$ cat src/rtl/riscv_i32_alu_arbiter_pkg.sv
// Shared types for the two-requester RV32I ALU arbiter.
// Encodings, requester id and the issue/response entry layouts.
package riscv_alu_arb_pkg;

    localparam logic [3:0] OP_NONE   = 4'd0;
    localparam logic [3:0] OP_ALU    = 4'd1;
    localparam logic [3:0] OP_BRANCH = 4'd2;
    localparam logic [3:0] OP_JAL    = 4'd3;
    localparam logic [3:0] OP_LUI    = 4'd4;
    localparam logic [3:0] OP_AUIPC  = 4'd5;

    localparam logic [3:0] ALU_ADD  = 4'd0;
    localparam logic [3:0] ALU_SUB  = 4'd1;
    localparam logic [3:0] ALU_AND  = 4'd2;
    localparam logic [3:0] ALU_OR   = 4'd3;
    localparam logic [3:0] ALU_XOR  = 4'd4;
    localparam logic [3:0] ALU_SLL  = 4'd5;
    localparam logic [3:0] ALU_SRL  = 4'd6;
    localparam logic [3:0] ALU_SRA  = 4'd7;
    localparam logic [3:0] ALU_SLT  = 4'd8;
    localparam logic [3:0] ALU_SLTU = 4'd9;

    localparam logic [3:0] BR_BEQ  = 4'd0;
    localparam logic [3:0] BR_BNE  = 4'd1;
    localparam logic [3:0] BR_BLT  = 4'd2;
    localparam logic [3:0] BR_BGE  = 4'd3;
    localparam logic [3:0] BR_BLTU = 4'd4;
    localparam logic [3:0] BR_BGEU = 4'd5;

    typedef logic req_id_t;

    typedef struct packed {
        logic [3:0]  op;
        logic [3:0]  subop;
        logic [31:0] rs1;
        logic [31:0] rs2;
        logic [31:0] pc;
        logic [31:0] imm;
        logic        imm_valid;
        logic [4:0]  imm_shift;
        logic        is_compressed;
        req_id_t     id;
    } iss_entry_t;

    typedef struct packed {
        req_id_t     id;
        logic [31:0] result;
        logic        branch_met;
    } rsp_entry_t;

endpackage

$ cat src/rtl/riscv_i32_alu_arbiter_if.sv
// Request channel into the ALU arbiter: valid/ready plus operand bundle.
// The requester drives the master side, the arbiter the slave side.
interface riscv_i32_alu_arbiter_if #(
    parameter int TAG_W = 4
);
    logic             valid;
    logic             ready;
    logic [3:0]       op;
    logic [3:0]       subop;
    logic [31:0]      rs1;
    logic [31:0]      rs2;
    logic [31:0]      pc;
    logic [31:0]      imm;
    logic             imm_valid;
    logic [4:0]       imm_shift;
    logic             is_compressed;
    logic [TAG_W-1:0] tag;

    modport master (
        output valid, op, subop, rs1, rs2, pc, imm,
        output imm_valid, imm_shift, is_compressed, tag,
        input  ready
    );

    modport slave (
        input  valid, op, subop, rs1, rs2, pc, imm,
        input  imm_valid, imm_shift, is_compressed, tag,
        output ready
    );
endinterface

$ cat src/rtl/riscv_i32_alu_rr_pick.sv
// Two-way round-robin pick; purely combinational.
// The requester that did not win last time wins a tie.
module riscv_i32_alu_rr_pick
    import riscv_alu_arb_pkg::*;
(
    input  logic [1:0] valid,
    input  req_id_t    last_grant,
    output req_id_t    grant,
    output logic       grant_valid
);

    always_comb begin
        grant       = 1'b0;
        grant_valid = |valid;
        case (valid)
            2'b01:   grant = 1'b0;
            2'b10:   grant = 1'b1;
            2'b11:   grant = ~last_grant;
            default: grant = 1'b0;
        endcase
    end

endmodule

$ cat src/rtl/riscv_i32_alu_arbiter.sv
// Shares one RV32I ALU between two requesters: issue reg -> ALU -> rsp reg.
// Optional stall counter: RISCV_ALU_ARB_STALL_COUNT_EN.
module riscv_i32_alu_arbiter
    import riscv_alu_arb_pkg::*;
#(
    parameter int TAG_W = 4
) (
    input  logic                 clk,
    input  logic                 reset,
    input  logic                 flush,
    riscv_i32_alu_arbiter_if.slave req0,
    riscv_i32_alu_arbiter_if.slave req1,
    output logic [3:0]           alu_op,
    output logic [3:0]           alu_subop,
    output logic [31:0]          alu_rs1,
    output logic [31:0]          alu_rs2,
    output logic [31:0]          alu_pc,
    output logic [31:0]          alu_imm,
    output logic                 alu_imm_valid,
    output logic                 alu_is_compressed,
    output logic [4:0]           alu_imm_shift,
    input  logic [31:0]          alu_result,
    input  logic                 alu_branch_met,
    output logic                 rsp_valid,
    input  logic                 rsp_ready,
    output logic                 rsp_id,
    output logic [TAG_W-1:0]     rsp_tag,
    output logic [31:0]          rsp_result,
    output logic                 rsp_branch_met,
    output logic [31:0]          stall_count
);

    iss_entry_t       iss_q, iss_d;
    logic             iss_valid_q, iss_valid_d;
    logic [TAG_W-1:0] iss_tag_q, iss_tag_d;
    rsp_entry_t       rsp_q, rsp_d;
    logic             rsp_valid_q, rsp_valid_d;
    logic [TAG_W-1:0] rsp_tag_q, rsp_tag_d;
    req_id_t          last_grant_q, last_grant_d;

    req_id_t    grant;
    logic       grant_valid;
    logic       advance;
    logic       iss_ready;
    logic       accept;
    iss_entry_t req_e0, req_e1;

    riscv_i32_alu_rr_pick u_pick (
        .valid       ({req1.valid, req0.valid}),
        .last_grant  (last_grant_q),
        .grant       (grant),
        .grant_valid (grant_valid)
    );

    assign advance   = !rsp_valid_q | rsp_ready;
    assign iss_ready = !iss_valid_q | advance;

    assign req0.ready = grant_valid & (grant == 1'b0) & req0.valid
                      & iss_ready & !flush;
    assign req1.ready = grant_valid & (grant == 1'b1) & req1.valid
                      & iss_ready & !flush;
    assign accept = (req0.valid & req0.ready) | (req1.valid & req1.ready);

    always_comb begin
        req_e0.op            = req0.op;
        req_e0.subop         = req0.subop;
        req_e0.rs1           = req0.rs1;
        req_e0.rs2           = req0.rs2;
        req_e0.pc            = req0.pc;
        req_e0.imm           = req0.imm;
        req_e0.imm_valid     = req0.imm_valid;
        req_e0.imm_shift     = req0.imm_shift;
        req_e0.is_compressed = req0.is_compressed;
        req_e0.id            = 1'b0;
        req_e1.op            = req1.op;
        req_e1.subop         = req1.subop;
        req_e1.rs1           = req1.rs1;
        req_e1.rs2           = req1.rs2;
        req_e1.pc            = req1.pc;
        req_e1.imm           = req1.imm;
        req_e1.imm_valid     = req1.imm_valid;
        req_e1.imm_shift     = req1.imm_shift;
        req_e1.is_compressed = req1.is_compressed;
        req_e1.id            = 1'b1;
    end

    // Flush drops both valids but leaves payloads stale on purpose.
    always_comb begin
        iss_d        = iss_q;
        iss_valid_d  = iss_valid_q;
        iss_tag_d    = iss_tag_q;
        rsp_d        = rsp_q;
        rsp_valid_d  = rsp_valid_q;
        rsp_tag_d    = rsp_tag_q;
        last_grant_d = last_grant_q;
        if (flush) begin
            iss_valid_d = 1'b0;
            rsp_valid_d = 1'b0;
        end else begin
            if (iss_valid_q && advance) begin
                rsp_d.id         = iss_q.id;
                rsp_d.result     = alu_result;
                rsp_d.branch_met = alu_branch_met;
                rsp_tag_d        = iss_tag_q;
                rsp_valid_d      = 1'b1;
                iss_valid_d      = 1'b0;
            end else if (rsp_valid_q && rsp_ready) begin
                rsp_valid_d = 1'b0;
            end
            if (accept) begin
                iss_d        = grant ? req_e1 : req_e0;
                iss_tag_d    = grant ? req1.tag : req0.tag;
                iss_valid_d  = 1'b1;
                last_grant_d = grant;
            end
        end
    end

    always_ff @(posedge clk) begin
        if (reset) begin
            iss_q        <= '0;
            iss_valid_q  <= 1'b0;
            iss_tag_q    <= '0;
            rsp_q        <= '0;
            rsp_valid_q  <= 1'b0;
            rsp_tag_q    <= '0;
            last_grant_q <= 1'b1;
        end else begin
            iss_q        <= iss_d;
            iss_valid_q  <= iss_valid_d;
            iss_tag_q    <= iss_tag_d;
            rsp_q        <= rsp_d;
            rsp_valid_q  <= rsp_valid_d;
            rsp_tag_q    <= rsp_tag_d;
            last_grant_q <= last_grant_d;
        end
    end

    assign alu_op            = iss_q.op;
    assign alu_subop         = iss_q.subop;
    assign alu_rs1           = iss_q.rs1;
    assign alu_rs2           = iss_q.rs2;
    assign alu_pc            = iss_q.pc;
    assign alu_imm           = iss_q.imm;
    assign alu_imm_valid     = iss_q.imm_valid;
    assign alu_is_compressed = iss_q.is_compressed;
    assign alu_imm_shift     = iss_q.imm_shift;

    assign rsp_valid      = rsp_valid_q;
    assign rsp_id         = rsp_q.id;
    assign rsp_tag        = rsp_tag_q;
    assign rsp_result     = rsp_q.result;
    assign rsp_branch_met = rsp_q.branch_met;

`ifdef RISCV_ALU_ARB_STALL_COUNT_EN
    logic [31:0] stall_q, stall_d;

    // Saturating count of cycles where someone asked and nobody got in.
    always_comb begin
        stall_d = stall_q;
        if ((req0.valid | req1.valid) && !accept && (stall_q != 32'hffffffff))
            stall_d = stall_q + 32'd1;
    end

    always_ff @(posedge clk) begin
        if (reset) stall_q <= '0;
        else       stall_q <= stall_d;
    end

    assign stall_count = stall_q;
`else
    assign stall_count = 32'h0;
`endif

endmodule

$ cat src/flat_wrapper.sv
// flat-port wrapper written by rule: the top's interface ports become plain ports
module riscv_i32_alu_arbiter_flat import riscv_alu_arb_pkg::*;
#(
    parameter int TAG_W = 4
)
  (clk, reset, flush, alu_op, alu_subop, alu_rs1, alu_rs2, alu_pc, alu_imm, alu_imm_valid, alu_is_compressed, alu_imm_shift, alu_result, alu_branch_met, rsp_valid, rsp_ready, rsp_id, rsp_tag, rsp_result, rsp_branch_met, stall_count, req0_valid, req0_op, req0_subop, req0_rs1, req0_rs2, req0_pc, req0_imm, req0_imm_valid, req0_imm_shift, req0_is_compressed, req0_tag, req0_ready, req1_valid, req1_op, req1_subop, req1_rs1, req1_rs2, req1_pc, req1_imm, req1_imm_valid, req1_imm_shift, req1_is_compressed, req1_tag, req1_ready);
  riscv_i32_alu_arbiter_if #(.TAG_W(TAG_W)) req0_i ();
  riscv_i32_alu_arbiter_if #(.TAG_W(TAG_W)) req1_i ();
  input  logic clk;
  input  logic reset;
  input  logic flush;
  output logic [3:0] alu_op;
  output logic [3:0] alu_subop;
  output logic [31:0] alu_rs1;
  output logic [31:0] alu_rs2;
  output logic [31:0] alu_pc;
  output logic [31:0] alu_imm;
  output logic alu_imm_valid;
  output logic alu_is_compressed;
  output logic [4:0] alu_imm_shift;
  input  logic [31:0] alu_result;
  input  logic alu_branch_met;
  output logic rsp_valid;
  input  logic rsp_ready;
  output logic rsp_id;
  output logic [TAG_W-1:0] rsp_tag;
  output logic [31:0] rsp_result;
  output logic rsp_branch_met;
  output logic [31:0] stall_count;
  input wire logic [$bits(req0_i.valid)-1:0] req0_valid;
  input wire logic [$bits(req0_i.op)-1:0] req0_op;
  input wire logic [$bits(req0_i.subop)-1:0] req0_subop;
  input wire logic [$bits(req0_i.rs1)-1:0] req0_rs1;
  input wire logic [$bits(req0_i.rs2)-1:0] req0_rs2;
  input wire logic [$bits(req0_i.pc)-1:0] req0_pc;
  input wire logic [$bits(req0_i.imm)-1:0] req0_imm;
  input wire logic [$bits(req0_i.imm_valid)-1:0] req0_imm_valid;
  input wire logic [$bits(req0_i.imm_shift)-1:0] req0_imm_shift;
  input wire logic [$bits(req0_i.is_compressed)-1:0] req0_is_compressed;
  input wire logic [$bits(req0_i.tag)-1:0] req0_tag;
  output wire logic [$bits(req0_i.ready)-1:0] req0_ready;
  input wire logic [$bits(req1_i.valid)-1:0] req1_valid;
  input wire logic [$bits(req1_i.op)-1:0] req1_op;
  input wire logic [$bits(req1_i.subop)-1:0] req1_subop;
  input wire logic [$bits(req1_i.rs1)-1:0] req1_rs1;
  input wire logic [$bits(req1_i.rs2)-1:0] req1_rs2;
  input wire logic [$bits(req1_i.pc)-1:0] req1_pc;
  input wire logic [$bits(req1_i.imm)-1:0] req1_imm;
  input wire logic [$bits(req1_i.imm_valid)-1:0] req1_imm_valid;
  input wire logic [$bits(req1_i.imm_shift)-1:0] req1_imm_shift;
  input wire logic [$bits(req1_i.is_compressed)-1:0] req1_is_compressed;
  input wire logic [$bits(req1_i.tag)-1:0] req1_tag;
  output wire logic [$bits(req1_i.ready)-1:0] req1_ready;
  assign req0_i.valid = req0_valid;
  assign req0_i.op = req0_op;
  assign req0_i.subop = req0_subop;
  assign req0_i.rs1 = req0_rs1;
  assign req0_i.rs2 = req0_rs2;
  assign req0_i.pc = req0_pc;
  assign req0_i.imm = req0_imm;
  assign req0_i.imm_valid = req0_imm_valid;
  assign req0_i.imm_shift = req0_imm_shift;
  assign req0_i.is_compressed = req0_is_compressed;
  assign req0_i.tag = req0_tag;
  assign req0_ready = req0_i.ready;
  assign req1_i.valid = req1_valid;
  assign req1_i.op = req1_op;
  assign req1_i.subop = req1_subop;
  assign req1_i.rs1 = req1_rs1;
  assign req1_i.rs2 = req1_rs2;
  assign req1_i.pc = req1_pc;
  assign req1_i.imm = req1_imm;
  assign req1_i.imm_valid = req1_imm_valid;
  assign req1_i.imm_shift = req1_imm_shift;
  assign req1_i.is_compressed = req1_is_compressed;
  assign req1_i.tag = req1_tag;
  assign req1_ready = req1_i.ready;
  riscv_i32_alu_arbiter #(.TAG_W(TAG_W)) u_core (.clk(clk), .reset(reset), .flush(flush), .req0(req0_i), .req1(req1_i), .alu_op(alu_op), .alu_subop(alu_subop), .alu_rs1(alu_rs1), .alu_rs2(alu_rs2), .alu_pc(alu_pc), .alu_imm(alu_imm), .alu_imm_valid(alu_imm_valid), .alu_is_compressed(alu_is_compressed), .alu_imm_shift(alu_imm_shift), .alu_result(alu_result), .alu_branch_met(alu_branch_met), .rsp_valid(rsp_valid), .rsp_ready(rsp_ready), .rsp_id(rsp_id), .rsp_tag(rsp_tag), .rsp_result(rsp_result), .rsp_branch_met(rsp_branch_met), .stall_count(stall_count));
endmodule
$ cat config.mk
export PLATFORM = sky130hd
export DESIGN_NAME = riscv_i32_alu_arbiter_flat
export DESIGN_NICKNAME = d
export VERILOG_FILES = /design/src/rtl/riscv_i32_alu_arbiter_pkg.sv /design/src/rtl/riscv_i32_alu_arbiter_if.sv /design/src/rtl/riscv_i32_alu_rr_pick.sv /design/src/rtl/riscv_i32_alu_arbiter.sv /design/src/flat_wrapper.sv
export SDC_FILE = /design/constraint.sdc
export NUM_CORES = 1
export LEC_CHECK = 0
export ABC_AREA = 0
export CAP_MARGIN = 20
export CORE_AREA = 10 10 207 209
export CTS_BUF_LIST = sky130_fd_sc_hd__clkbuf_4 sky130_fd_sc_hd__clkbuf_8 sky130_fd_sc_hd__clkbuf_16
export DETAILED_ROUTE_END_ITERATION = 10
export DIE_AREA = 0 0 217 219
export DONT_BUFFER_PORTS = 1
export SYNTH_ARGS = -nofsm -noshare
export SYNTH_HDL_FRONTEND = slang
export SYNTH_SLANG_ARGS = --single-unit
$ cat constraint.sdc
create_clock -name clk -period 1.67 [get_ports clk]
set_input_delay 0.334 -clock clk [delete_from_list [all_inputs] [get_ports clk]]
set_output_delay 0.334 -clock clk [all_outputs]
set_load 0.05 [all_outputs]
==> impl_results.md <==
* Layout Nets at 1436
* Pwr per Cell Area at 1170 nW/um^2
* Grt peak-use layer: met2
* Worst endpoint data arrival time at 1.55 ns
* Hold Crit Class: in -> reg
* Post-synth cell types at 30
* Iteration-0 DRC Markers at roughly 760
* Slew @ Worst Pin at just over 0.6 ns
* Critical path class: reg -> out
* Final hold violation count at 21
* Synth Register Bits at between 150 and 200
* Area Growth Syn to Fin at 10.8%
* Clock Path Buffers at 2
* Final Skew at 0.0107 ns
* DR WL/cell at approximately 23 microns
* M1 GR Usage at 0.160
* Commonest non-fill, non-tap cell in the layout: nand2_1
* Max-slew headroom at 0.591
* Adder-cell share of the synthesized area at 0
* Vias in the first global route at 8259
* Antenna-violating nets left at 0
* Clock root cell: clkbuf_16
* Peak supply drop at 0.715 mV
* Post-synth ARST share at 0
* Tmin final at ~1.9 ns
* Largest net degree at the start of global routing at 191
* H-tree depth at 4
* Simple-Gate Fraction of Synth Area at 0.146
* FMAX at 530 MHz
* Post-synthesis cell count at 1206
* Total gr overflow at 0
* Max stage delay on crit path at 0.34 ns
* Initial core utilization at 0.247
* Status: complete, but fails checks
* Row count at 72
* Crit-path slowest cell: dfxtp_2
* Main flop type after synthesis: dfxtp_1
* Initial antenna violation count at 3
* Unrepaired setup endpoints after global routing: yes
* Placed Cells incl. Taps at 1583
* Die H at 219 microns
* Syn Area/Cell at 7.90 sq um
* Via count at 8406
* Die Area at 47500 sq um
* Layout cell share with drive strength beyond 1 at 0.160
* Critical Path Start Type: register
* Core Util, Final at 0.274
* Synth Warn # at 0
* Crit-path cells: nand3b_1 -> buf_6 -> nand3b_1 -> nor2_4
* Vias per cell at 5.14
* RD Place Congestion at 0.788
* CTS tree: yes
* CP most frequent cell: nand3b_1
* Clk_lat worst skew at 0.46 ns
* Hpwl dp at 27800 microns
* Mux share of post-synthesis cell area at 0
* Ports at 549
* Max_cap viols at 0
* First-pass GRT wire length at 53600 microns
* Met2 usage at 0.236
* Post-synth EDFFs at 0
* Finished Cell Area at 10600 sq um
* Placed Instance Area at between 9000 and 10000 sq um
* Hold-fix buffers, CTS at 8
* Sink Count at roughly 190
* WHS at -0.0431 ns
* Final worst-path setup slack at -0.218 ns
* Synthesized cell area at 9530 sq um
* Non-filler cells, final at 1637
* Floorplan die width at approximately 220 microns
* Drt drc at 0
* Met3 GRT Util at 0.0664
* Synth Area in XOR/XNOR at 0
* Final period utilization at 1.13
* Setup Viol. Count Final at 14
* Post-Route WL at approximately 38000 microns
* Crit end category: output pin
* Commonest non-fill, non-tap cells in the layout: nand2_1 (294), a21oi_1 (185), dfxtp_1 (184), a311oi_1 (147), buf_4 (98)
* Req. time, crit path at approximately 1.3 ns
* Largest family of logic cells by synthesized area: compound AO/OA/AOI/OAI gates
* Sequential-to-total area share from yosys stat at 0.397
* Global Route Usage Sum at 0.146
* Synth Area in Compound Gates at 0.259
* Core area at 38600 sq um
* Reg clk slew, reported paths at approximately 0.070 ns
* Critical path peak fanout at 5
* DRT Pass-1 Iters at 5
* P_leak at about 4 nW
* Port Buf Inserts at 0
* Slew Viols, Final at 0
* Failing checks: hold timing, setup timing
* CTS Buf Count at 17
[worst paths after layout]
| kind | startpoint | to | slack, ns | depth (start not counted) |
|---|---|---|---|---|
| worst max-delay path | u_core.iss_valid_q$_SDFFE_PP0P_ | req0_ready | -0.22 | 4 |
| worst max register to register | u_core.rsp_valid$_SDFFE_PP0P_ | u_core.alu_rs2[6]$_SDFFE_PP0P_ | -0.05 | 7 |
| worst min register to register | u_core.iss_tag_q[3]$_SDFFE_PP0P_ | u_core.rsp_tag[3]$_SDFFE_PP0P_ | 0.47 | 2 |
| worst min-delay path | reset | u_core.alu_rs1[9]$_SDFFE_PP0P_ | -0.04 | 1 |
[power by group]
group | internal, W | leakage, nW | total (W) | switching, W
clock network | 0.00270 | 0.315 | 0.00460 | 0.00190
logic | 0.000721 | 2.08 | 0.00218 | 0.00146
registers | 0.00482 | 1.56 | 0.00563 | 0.000802
[final cells by class]
cell class              count  area, sq um
clock buffers              19          440
inverters                   1         3.75
repair buffers            139         1440
clock inverters            13          210
diodes                      3         7.51
flip-flops and latches    189         3790
fillers                  4220        28000
multi-input cells         755         4020
well taps                 518          648
[cell usage after synthesis (all sizes together) (2+ instances only)]
cell type    n  share of area
a21oi      185          0.097
a311oi     147           0.14
buf        255           0.18
clkbuf      37          0.015
dfxtp      189           0.40
nand2      294           0.12
nand2b       2         0.0013
nand3       38          0.020
nand3b       2         0.0016
nor2         3         0.0012
nor2b        2         0.0013
nor3         3         0.0021
o21ai       38          0.020
[repair_timing]
| item | CTS | global route |
|---|---|---|
| hold endpoints to repair | 181 | 84 |
| cloned | 0 | 4 |
| pin swaps | 3 | 2 |
| setup buffers | 3 | 4 |
| endpoints found under the setup margin | 2 | 53 |
| resized for setup | 6 | 11 |
[metal layers]
layer,wire length [microns],vias up
met3,4510,40
met4,777,0
met2,19000,494
li1,-,3855
met1,13800,4017
met5,0,-
[registers in the layout, indices dropped and copies added, names as in the netlist, 4 cells and up]
name,count
u_core.alu_imm,32
u_core.alu_pc,32
u_core.alu_rs1,32
u_core.alu_rs2,32
u_core.rsp_result,32
u_core.alu_imm_shift,5
u_core.alu_op,4
u_core.alu_subop,4
u_core.iss_tag_q,4
u_core.rsp_tag,4
[stage by stage]
step | setup WS, ns | TNS [ns] | hold WS (ns) | total power [W]
6_report | -0.218 | -0.807 | -0.0431 | 0.0124
3_5_place_dp | 0.0734 | 0 | 0.412 | 0.00784
2_1_floorplan | 0.0603 | 0 | 0.443 | 0.00767
4_1_cts | -0.264 | -0.528 | -0.0876 | 0.0125
3_3_place_gp | 0.170 | 0 | 0.410 | 0.00779
5_1_grt | -0.328 | -2.44 | -0.0877 | 0.0129
[worst max-delay path: cells and delay by family, from the launching register on]
kind	cells	cell delay, ns
simple gates	3	0.60
flops	1	0.34
buf+inv	1	0.15
[logic make-up (layout without fill, tap and decap cells)]
| logic type | count (synthesis) | count (layout) |
|---|---|---|
| other | 1 | 35 |
| AO/OA/AOI/OAI | 376 | 376 |
| buffers and inverters | 293 | 172 |
| flip-flops | 189 | 189 |
| AND/OR/NAND/NOR | 347 | 347 |
Note: power is estimated with default switching activity, not from simulation.
